`config.mk`:
```
export PLATFORM = sky130hd
export DESIGN_NAME = logic_pll_reset_sequencer
export DESIGN_NICKNAME = d
export VERILOG_FILES = /design/src/rtl/logic_pll_reset_sequencer.sv
export SDC_FILE = /design/constraint.sdc
export NUM_CORES = 1
export LEC_CHECK = 0
export ABC_CLOCK_PERIOD_IN_PS = 3400
export CORE_ASPECT_RATIO = 1.1
export CORE_UTILIZATION = 62
export CTS_CLUSTER_SIZE = 10
export DETAILED_ROUTE_END_ITERATION = 12
export GPL_TIMING_DRIVEN = 1
export MAX_ROUTING_LAYER = met4
export PLACE_DENSITY_LB_ADDON = 0.08
export SYNTH_ARGS = -nofsm -noshare
export SYNTH_HDL_FRONTEND = slang
export SYNTH_SLANG_ARGS = --single-unit
```
`constraint.sdc`:
```
create_clock -name aclk -period 3.4 [get_ports aclk]
set_clock_uncertainty 0.05 [all_clocks]
set_input_delay 0.68 -clock aclk [delete_from_list [all_inputs] [get_ports aclk]]
set_output_delay 0.68 -clock aclk [all_outputs]
set_load 0.005 [all_outputs]
```
`src/rtl/logic_pll_reset_sequencer.sv`:
```
// Brings PLL lock-service channels up one at a time, then releases each clock domain a fixed delay after lock.
// Optional timeout retries are enabled by defining LOGIC_PLL_RESET_SEQUENCER_RETRY_EN.
module logic_pll_reset_sequencer #(
  parameter int unsigned     PLLS               = 2,
  parameter longint unsigned CLOCK_FREQUENCY_HZ = 64'd100_000_000,
  parameter longint unsigned LOCK_TIMEOUT_NS    = 64'd1_000_000,
  parameter longint unsigned RELEASE_DELAY_NS   = 64'd100,
  parameter int unsigned     RETRIES            = 3,
  localparam int unsigned    IDX_W              = (PLLS > 1) ? $clog2(PLLS) : 1
) (
  input  logic             aclk,
  input  logic             reset,
  input  logic             start,
  input  logic [PLLS-1:0]  locked,
  output logic [PLLS-1:0]  service_reset_n,
  output logic [PLLS-1:0]  domain_reset_n,
  output logic             ready,
  output logic             error,
  output logic [IDX_W-1:0] error_index
);

  function automatic longint unsigned ns_to_cycles(input longint unsigned ns);
    longint unsigned c;
    c = (ns * CLOCK_FREQUENCY_HZ + 64'd999_999_999) / 64'd1_000_000_000;
    return (c == 64'd0) ? 64'd1 : c;
  endfunction

  localparam longint unsigned TO_CYC  = ns_to_cycles(LOCK_TIMEOUT_NS);
  localparam longint unsigned DL_CYC  = ns_to_cycles(RELEASE_DELAY_NS);
  localparam longint unsigned MAX_CYC = (TO_CYC > DL_CYC) ? TO_CYC : DL_CYC;
  localparam int unsigned     CNT_W   = $clog2(MAX_CYC + 64'd1);
  localparam logic [CNT_W-1:0] TO_LOAD = CNT_W'(TO_CYC);
  localparam logic [CNT_W-1:0] DL_LOAD = CNT_W'(DL_CYC);
  localparam logic [CNT_W-1:0] CNT_ONE = CNT_W'(1);
  localparam logic [IDX_W-1:0] LAST    = IDX_W'(PLLS - 1);

  if (PLLS < 1 || PLLS > 16 || RETRIES < 1 || RETRIES > 15) begin : g_param_check
    $error("logic_pll_reset_sequencer: PLLS or RETRIES out of range");
  end

  typedef enum logic [2:0] {
    ST_IDLE, ST_ENABLE, ST_WAIT_LOCK, ST_DELAY, ST_RUN, ST_ERROR
`ifdef LOGIC_PLL_RESET_SEQUENCER_RETRY_EN
    , ST_RETRY
`endif
  } state_t;

  state_t           state, state_d;
  logic [IDX_W-1:0] idx, idx_d, eidx_d;
  logic [CNT_W-1:0] cnt, cnt_d;
  logic [PLLS-1:0]  srn_d, drn_d, sel;
  logic             ready_d, error_d, lost;
`ifdef LOGIC_PLL_RESET_SEQUENCER_RETRY_EN
  localparam logic [3:0] RETRY_MAX = 4'(RETRIES);
  logic [3:0] rcnt, rcnt_d;
`endif

  // A released domain whose PLL has dropped lock forces a full restart.
  assign lost = |(domain_reset_n & ~locked);

  // Next-state and next-output decode.
  always_comb begin
    state_d = state;
    idx_d   = idx;
    cnt_d   = cnt;
    srn_d   = service_reset_n;
    drn_d   = domain_reset_n;
    ready_d = 1'b0;
    error_d = 1'b0;
    eidx_d  = '0;
    sel      = '0;
    sel[idx] = 1'b1;
`ifdef LOGIC_PLL_RESET_SEQUENCER_RETRY_EN
    rcnt_d = rcnt;
`endif
    if (state != ST_ERROR && !start) begin
      state_d = ST_IDLE;
      idx_d   = '0;
      cnt_d   = '0;
      srn_d   = '0;
      drn_d   = '0;
`ifdef LOGIC_PLL_RESET_SEQUENCER_RETRY_EN
      rcnt_d  = 4'd0;
`endif
    end else begin
      case (state)
        ST_IDLE: begin
          idx_d   = '0;
          cnt_d   = '0;
          srn_d   = '0;
          drn_d   = '0;
          state_d = ST_ENABLE;
`ifdef LOGIC_PLL_RESET_SEQUENCER_RETRY_EN
          rcnt_d  = 4'd0;
`endif
        end
        ST_ENABLE: begin
          srn_d   = service_reset_n | sel;
          cnt_d   = TO_LOAD;
          state_d = ST_WAIT_LOCK;
        end
        ST_WAIT_LOCK: begin
          if (lost) begin
            state_d = ST_IDLE;
            idx_d   = '0;
            cnt_d   = '0;
            srn_d   = '0;
            drn_d   = '0;
          end else if (locked[idx]) begin
            state_d = ST_DELAY;
            cnt_d   = DL_LOAD;
`ifdef LOGIC_PLL_RESET_SEQUENCER_RETRY_EN
            rcnt_d  = 4'd0;
`endif
          end else if (cnt <= CNT_ONE) begin
`ifdef LOGIC_PLL_RESET_SEQUENCER_RETRY_EN
            if (rcnt >= RETRY_MAX) begin
              state_d = ST_ERROR;
              cnt_d   = '0;
              srn_d   = '0;
              drn_d   = '0;
              error_d = 1'b1;
              eidx_d  = idx;
            end else begin
              state_d = ST_RETRY;
              cnt_d   = '0;
              srn_d   = service_reset_n & ~sel;
              rcnt_d  = rcnt + 4'd1;
            end
`else
            state_d = ST_ERROR;
            cnt_d   = '0;
            srn_d   = '0;
            drn_d   = '0;
            error_d = 1'b1;
            eidx_d  = idx;
`endif
          end else begin
            cnt_d = cnt - CNT_ONE;
          end
        end
        // Delay runs for DL_CYC cycles counted from the edge that sampled lock.
        ST_DELAY: begin
          if (lost || !locked[idx]) begin
            state_d = ST_IDLE;
            idx_d   = '0;
            cnt_d   = '0;
            srn_d   = '0;
            drn_d   = '0;
          end else if (cnt <= CNT_ONE) begin
            cnt_d = '0;
            drn_d = domain_reset_n | sel;
            if (idx == LAST) begin
              state_d = ST_RUN;
            end else begin
              idx_d   = idx + IDX_W'(1);
              state_d = ST_ENABLE;
            end
          end else begin
            cnt_d = cnt - CNT_ONE;
          end
        end
`ifdef LOGIC_PLL_RESET_SEQUENCER_RETRY_EN
        // Service reset is low only while in RETRY; re-raised on leaving it.
        ST_RETRY: begin
          srn_d   = service_reset_n | sel;
          state_d = ST_ENABLE;
        end
`endif
        ST_RUN: begin
          if (lost) begin
            state_d = ST_IDLE;
            idx_d   = '0;
            srn_d   = '0;
            drn_d   = '0;
          end else begin
            ready_d = 1'b1;
          end
        end
        ST_ERROR: begin
          srn_d = '0;
          drn_d = '0;
          if (!start) begin
            state_d = ST_IDLE;
            idx_d   = '0;
          end else begin
            error_d = 1'b1;
            eidx_d  = error_index;
          end
        end
        default: begin
          state_d = ST_IDLE;
          idx_d   = '0;
          cnt_d   = '0;
          srn_d   = '0;
          drn_d   = '0;
        end
      endcase
    end
  end

  // State, counters and registered outputs.
  always_ff @(posedge aclk) begin
    if (reset) begin
      state           <= ST_IDLE;
      idx             <= '0;
      cnt             <= '0;
      service_reset_n <= '0;
      domain_reset_n  <= '0;
      ready           <= 1'b0;
      error           <= 1'b0;
      error_index     <= '0;
`ifdef LOGIC_PLL_RESET_SEQUENCER_RETRY_EN
      rcnt            <= 4'd0;
`endif
    end else begin
      state           <= state_d;
      idx             <= idx_d;
      cnt             <= cnt_d;
      service_reset_n <= srn_d;
      domain_reset_n  <= drn_d;
      ready           <= ready_d;
      error           <= error_d;
      error_index     <= eidx_d;
`ifdef LOGIC_PLL_RESET_SEQUENCER_RETRY_EN
      rcnt            <= rcnt_d;
`endif
    end
  end

endmodule

```
# After elaboration in Yosys (flattened, before gate mapping)
# Cells that the tools add are included.
word_totals:
  out_inout_bits: 7
  elab_cells: 91
  reg_bits: 28
  in_bits: 5
op_classes:
  reduce_logical: 15
  bitwise_logic: 6
  n_addsub: 2
  order_cmp: 3
  muxes: 43
  n_eq_ne: 14
ops:
  columns: ["operator", "count"]
  rows:
  - ["$mux W17", 4]
  - ["$pmux W17 S4", 1]
  - ["$mux W3", 8]
  - ["$pmux W3 S6", 1]
  - ["$le A17 B1 Y1 const B", 1]
  - ["$sub A17 B1 Y17 const B", 1]
  - ["$mux W1", 16]
  - ["$pmux W2 S4", 2]
  - ["$mux W2", 7]
  - ["$ne A3 B3 Y1 const B", 4]
  - ["$reduce_and A4 Y1", 3]
  - ["$reduce_or A2 Y1", 4]
  - ["$eq A3 B2 Y1 const B", 2]
  - ["$eq A3 B3 Y1 const B", 2]
  - ["$ne A2 B2 Y1 const B", 3]
  - ["$reduce_and A5 Y1", 1]
  - ["$ne A4 B4 Y1 const B", 1]
  - ["$or A2 B2 Y2", 2]
  - ["$pmux W1 S2", 2]
  - ["$pmux W1 S4", 1]
  - ["$eq A3 B1 Y1 const B", 1]
  - ["$logic_not A3 Y1", 1]
  - ["$reduce_or A3 Y1", 1]
  - ["$and A2 B2 Y2", 1]
  - ["10 further kinds", 13]

# Longest topological paths before layout
logic_depth:
  ltp_word: 8
  mapped_depth: 7
  ltp_nobuf: 6

# Worst setup path after synthesis
# OpenSTA, ideal clock, no wires.
synth_path:
  kind: "input to register"
  startpoint: "input port locked[0]"
  endpoint: "register domain_reset_n[0]"
  arrival_time_ps: 1904
  n_path_buf: 0
  slack_ps: 1379
  setup_time_ps: 67
  stages: 5
  required_time_ps: 3283
  path_cell_list: "nand2b_1 and3b_1 a21o_1 or4_4 a21oi_2"
synth_via:
  elab_chain_len: 6
  elab_cells_between_ends: 15
synth_lines:
  columns: ["element", "line", "rtl"]
  rows:
  - ["start, declared", "14", "input logic [PLLS-1:0] locked,"]
  - ["$mux W1 (implied by the code) / $not A2 Y2 (equally long branches)", "109, 144, 59", null]
  - ["$mux W1 (implied by the code) / $and A2 B2 Y2 (equally long branches)", "109, 144, 59", null]
  - ["$logic_not A1 Y1 / $reduce_or A2 Y1 (equally long branches)", "144, 59", null]
  - ["$logic_or A1 B1 Y1", "144", "if (lost || !locked[idx]) begin"]
  - ["$ne A3 B3 Y1 (no line) / $mux W2 (equally long branches)", null, null]
  - ["$reduce_and A5 Y1 (no line) / $pmux W2 S4 (equally long branches)", null, null]
  - ["end signal, assigned", "221", "domain_reset_n <= drn_d;"]
  - ["end, declared", "16", "output logic [PLLS-1:0] domain_reset_n,"]
# Parallel ways exist; a longest one is shown, timed or not. The select of a mux whose other input is x is not followed.
# A chain may end at the register's enable or synchronous reset.

# Worst setup path after layout
layout_path:
  startpoint: "input port locked[1]"
  endpoint: "register cnt[2]"
layout_via:
  elab_chain_len: 6
  elab_cells_between_ends: 11
layout_lines:
  columns: ["element", "line", "rtl"]
  rows:
  - ["$mux W1 (implied by the code) / $not A2 Y2 (equally long branches)", "109, 144, 59", null]
  - ["$mux W1 (implied by the code) / $and A2 B2 Y2 (equally long branches)", "109, 144, 59", null]
  - ["$logic_not A1 Y1 / $reduce_or A2 Y1 (equally long branches)", "144, 59", null]
  - ["$logic_or A1 B1 Y1", "144", null]
  - ["$mux W17", "144", null]
  - ["$pmux W17 S4 (*)", "86", "case (state)"]
  - ["end signal, assigned", "219", "cnt <= cnt_d;"]
  - ["end, declared", "50", "logic [CNT_W-1:0] cnt, cnt_d;"]
# Mark *: on every way between the ends. The rest lies on a longest branch, timed or not. The select of a mux whose other input is x is not followed.

==> summary.md <==
| Metric | Value |
|---|---|
| Post-CTS setup buffer count | `0` |
| Max frequency | `0.4120 GHz` |
| Pin count of the biggest net entering global routing | `20` |
| FF-to-FF End | `state[0]` |
| Share of layout cells above drive strength 1 | `0.1239` |
| Sw Share | `0.2582` |
| # diodes | `0` |
| Seq pwr share | `0.507` |
| # IOs | `12` |
| Post-synth top cells | `dfxtp_1, nor2_1, a21oi_1` |
| First-pass GRT wire length | `6720 um` |
| Fillers | `207` |
| Crit. End Element | `register` |
| Lkg Pwr | `0.0006652 uW` |
| Hold-fix buffers at CTS | `0` |
| Met3 GRT Util | `0.03200` |
| Die area | `2960 um^2` |
| CP max stage delay | `0.55 ns` |
| Sinks on Clock Net | `28` |
| Max Slew Vio Count | `0` |
| # H-tree levels | `1` |
| Sequential area share after synthesis | `0.3292` |
| Gr ovfl total | `0` |
| Final Hold Viols | `0` |
| Result of the run | `complete, no violations` |
| Int Pwr | `504.3 uW` |
| Via density per instance | `6.534` |
| Worst-Margin Slew | `0.5385 ns` |
| Most used cell, CP | `nand2b_1` |
| Min-delay worst type | `reg2reg` |
| Die height | `56.97 um` |
| Net Switching | `175.5 uW` |
| Cell Chain, Critical Path | `clkdlybuf4s50_1 -> nand2b_1 -> nand3_1 -> a211oi_2 -> buf_4 -> nand2b_1 -> a311oi_1` |
| Cell count along the critical path | `7` |
| End of the critical path | `cnt[2]` |
| Reg2reg start | `cnt[2]` |
| RSZ-0062 raised after global routing | `false` |
| Worst Path Class, Setup | `in2reg` |
| Post-DP HPWL | `2820 um` |
| PD cells | `355.5 nW/um^2` |
| TritonCTS clock tree | `done` |
| Max transition margin | `0.6405` |
| Most instantiated library cell after synthesis | `dfxtp_1` |
| Non-filler cells, final | `249` |
| Via count | `1627` |
| Die W | `51.97 um` |
| Main synth FF type | `dfxtp_1` |
| Wire per inst | `16.15 um` |
| Buf+Inv Stages, Crit Path | `2` |
| Vias in the first global route | `1556` |
| Largest delay share family, worst path | `buffers and inverters` |
| Resized Gates After CTS | `0` |
| Area leader, netlist | `dfxtp_1` |
| Number of nets with antenna violations after routing | `0` |
| Post-synthesis async set-or-reset flop share | `0` |
| Clk pin slew, worst setup/hold paths | `0.15 ns` |
| Total track usage | `0.3071` |
| RD Place Congestion | `0.9554` |
| Cell Area, Synth | `1703 um^2` |
| Crit-path slowest cell | `clkdlybuf4s50_1` |
| Crit path launch type | `input pin` |
| Placed cell count | `245` |
| Clock share of power | `0.326` |
| GR Util met2 | `0.4853` |
| Syn Inst Count | `206` |
| Crit path DAT | `2.61 ns` |
| Area delta synth->final | `12.27%` |
| Worst VDD drop | `273.3 uV` |
| Max Fanout on Critical Path | `12` |
| Mean instance size in the synthesized netlist | `8.266 um^2` |
| Max Cap Viol | `0` |
| Net Count, Synth | `213` |
| GR met1 Demand/Resource | `0.3661` |
| Starting density of the core | `0.6695` |
| Setup violations, final | `0` |
| Required time of the critical path | `3.59 ns` |
| FF-to-FF path depth | `6` |
| Fin crit share | `0.7138` |
| Initial antenna violation count | `0` |
| Synthesized flop and latch total | `28` |
| DRC errors left | `0` |
| Setup TNS | `0 ns` |
| Logic gate share of total power | `0.167` |
| Number of synthesized flops with an enable pin | `0` |
| Port buffer count | `11` |
| Synth unique cells | `56` |
| Rows | `19` |
| Worst setup startpoint | `locked[1]` |
| Ys Warns | `0` |
| TritonRoute pass-1 iters | `4` |
| Register-to-register setup slack | `1.22 ns` |
| Post-route minimum period | `2.427 ns` |
| Clock Latency Late Sink | `0.33 ns` |
| Hold Crit Start | `error_index` |
| CTS root buf | `clkbuf_4` |
| CTS Buf Count | `3` |
| Synth area leaders | `dfxtp_1, a21oi_1, nor2_1, nand2b_1, a31oi_1` |
| GRT Max-Usage Layer | `met2` |
| Final #Nets | `226` |
| Post-Route WL | `4021 um` |
| Core area | `2544 um^2` |
| CTS max path bufs | `2` |
| DRT iter0 DRCs | `67` |
| Post-synth top area share | `0.3292` |
## registers in the layout (all words and copies together) (netlist names)
register,count
cnt,17
domain_reset_n,2
error,1
error_index,1
idx,1
ready,1
service_reset_n,2
state,3
## worst register-to-register path, cell delays in order (launching register included)
cell,delay [ns]
dfxtp_1,0.41
nor4_4,0.55
o2111a_4,0.37
a211oi_2,0.09
buf_4,0.18
or3_1,0.34
a21oi_1,0.13
## metal layers
| layer | vias to the layer above | part of all wire |
|---|---|---|
| met5 | - | 0 |
| met4 | 0 | 0.028 |
| met3 | 10 | 0.045 |
| met2 | 51 | 0.49 |
| met1 | 769 | 0.44 |
| li1 | 797 | - |
## worst min path at each step
| stage | to | slack (ns) | depth (start not counted) |
|---|---|---|---|
| global placement | error_index | 0.39 | 2 |
| global route | error_index | 0.43 | 2 |
| CTS | error_index | 0.42 | 2 |
| finish | error_index | 0.42 | 2 |
| detailed placement | error_index | 0.40 | 2 |
| floorplan | error_index | 0.40 | 2 |
## power groups by stage
| stage | registers, uW | clock network, uW | logic, uW |
|---|---|---|---|
| after CTS | 345 | 228 | 112 |
| after detailed placement | 352 | 0 | 111 |
| after floorplan | 346 | 0 | 87.0 |
| final | 345 | 221 | 114 |
| after global placement | 351 | 0 | 108 |
| after global routing | 346 | 237 | 123 |
## cell usage in the layout, fill, tap and decap left out, types with 2 or more instances in the layout
| cell | instances |
|---|---|
| nand4_1 | 6 |
| buf_4 | 6 |
| and3b_1 | 2 |
| clkdlybuf4s50_1 | 11 |
| nand3b_1 | 3 |
| or2_2 | 2 |
| inv_1 | 4 |
| nor2b_1 | 3 |
| nor4_1 | 5 |
| ha_1 | 2 |
| or3_1 | 2 |
| a21o_1 | 2 |
| or4_4 | 2 |
| a221oi_1 | 3 |
| and2_1 | 4 |
| clkbuf_4 | 3 |
| nand4b_1 | 2 |
| a31oi_1 | 8 |
| a211oi_1 | 3 |
| nor2_1 | 22 |
| nor3_1 | 7 |
| o22ai_1 | 2 |
| o21ai_0 | 9 |
| nand2_1 | 12 |
| a21oi_1 | 18 |
| xnor2_1 | 5 |
| nand3_1 | 4 |
| dfxtp_1 | 28 |
| nand2b_1 | 9 |
## final cells by class
| cell class | instances | area (um^2) | area share |
|---|---|---|---|
| Clock buffer | 3 | 22.52 | 0.01178 |
| Clock inverter | 1 | 30.03 | 0.01571 |
| Inverter | 4 | 15.01 | 0.007853 |
| Multi-Input combinational cell | 165 | 1090 | 0.5700 |
| Sequential cell | 28 | 560.5 | 0.2932 |
| Tap cell | 31 | 38.79 | 0.02029 |
| Timing Repair Buffer | 17 | 155.1 | 0.08115 |
## through the flow
| stage | hold WS (ns) | area (um^2) | power (uW) | util | setup slack [ns] |
|---|---|---|---|---|---|
| 3_5_place_dp | 0.3980 | 1859 | 462.6 | 0.7309 | 0.6980 |
| 4_1_cts | 0.4185 | 1912 | 684.8 | 0.7516 | 1.052 |
| 3_3_place_gp | 0.3875 | 1859 | 459.3 | 0.7309 | 0.8418 |
| 2_1_floorplan | 0.3962 | 1703 | 433.2 | - | 1.379 |
| 5_1_grt | 0.4302 | 1912 | 706.8 | 0.7516 | 0.8714 |
| 6_report | 0.4155 | 1912 | 679.7 | 0.7516 | 0.9730 |
## cells by family (layout without fill, tap and decap cells)
group                    Yosys count  count (layout)  synth area share
AO/OA/AOI/OAI                     65              65            0.2741
XOR/XNOR                           6               6           0.03086
adder cells (fa/ha/maj)            2               2           0.01469
buffers and inverters             13              25           0.03085
flip-flops                        28              28            0.3292
multiplexers                       1               1           0.01322
AND/OR/NAND/NOR                   91              91            0.3071
Power figures use the tool's default switching activity.
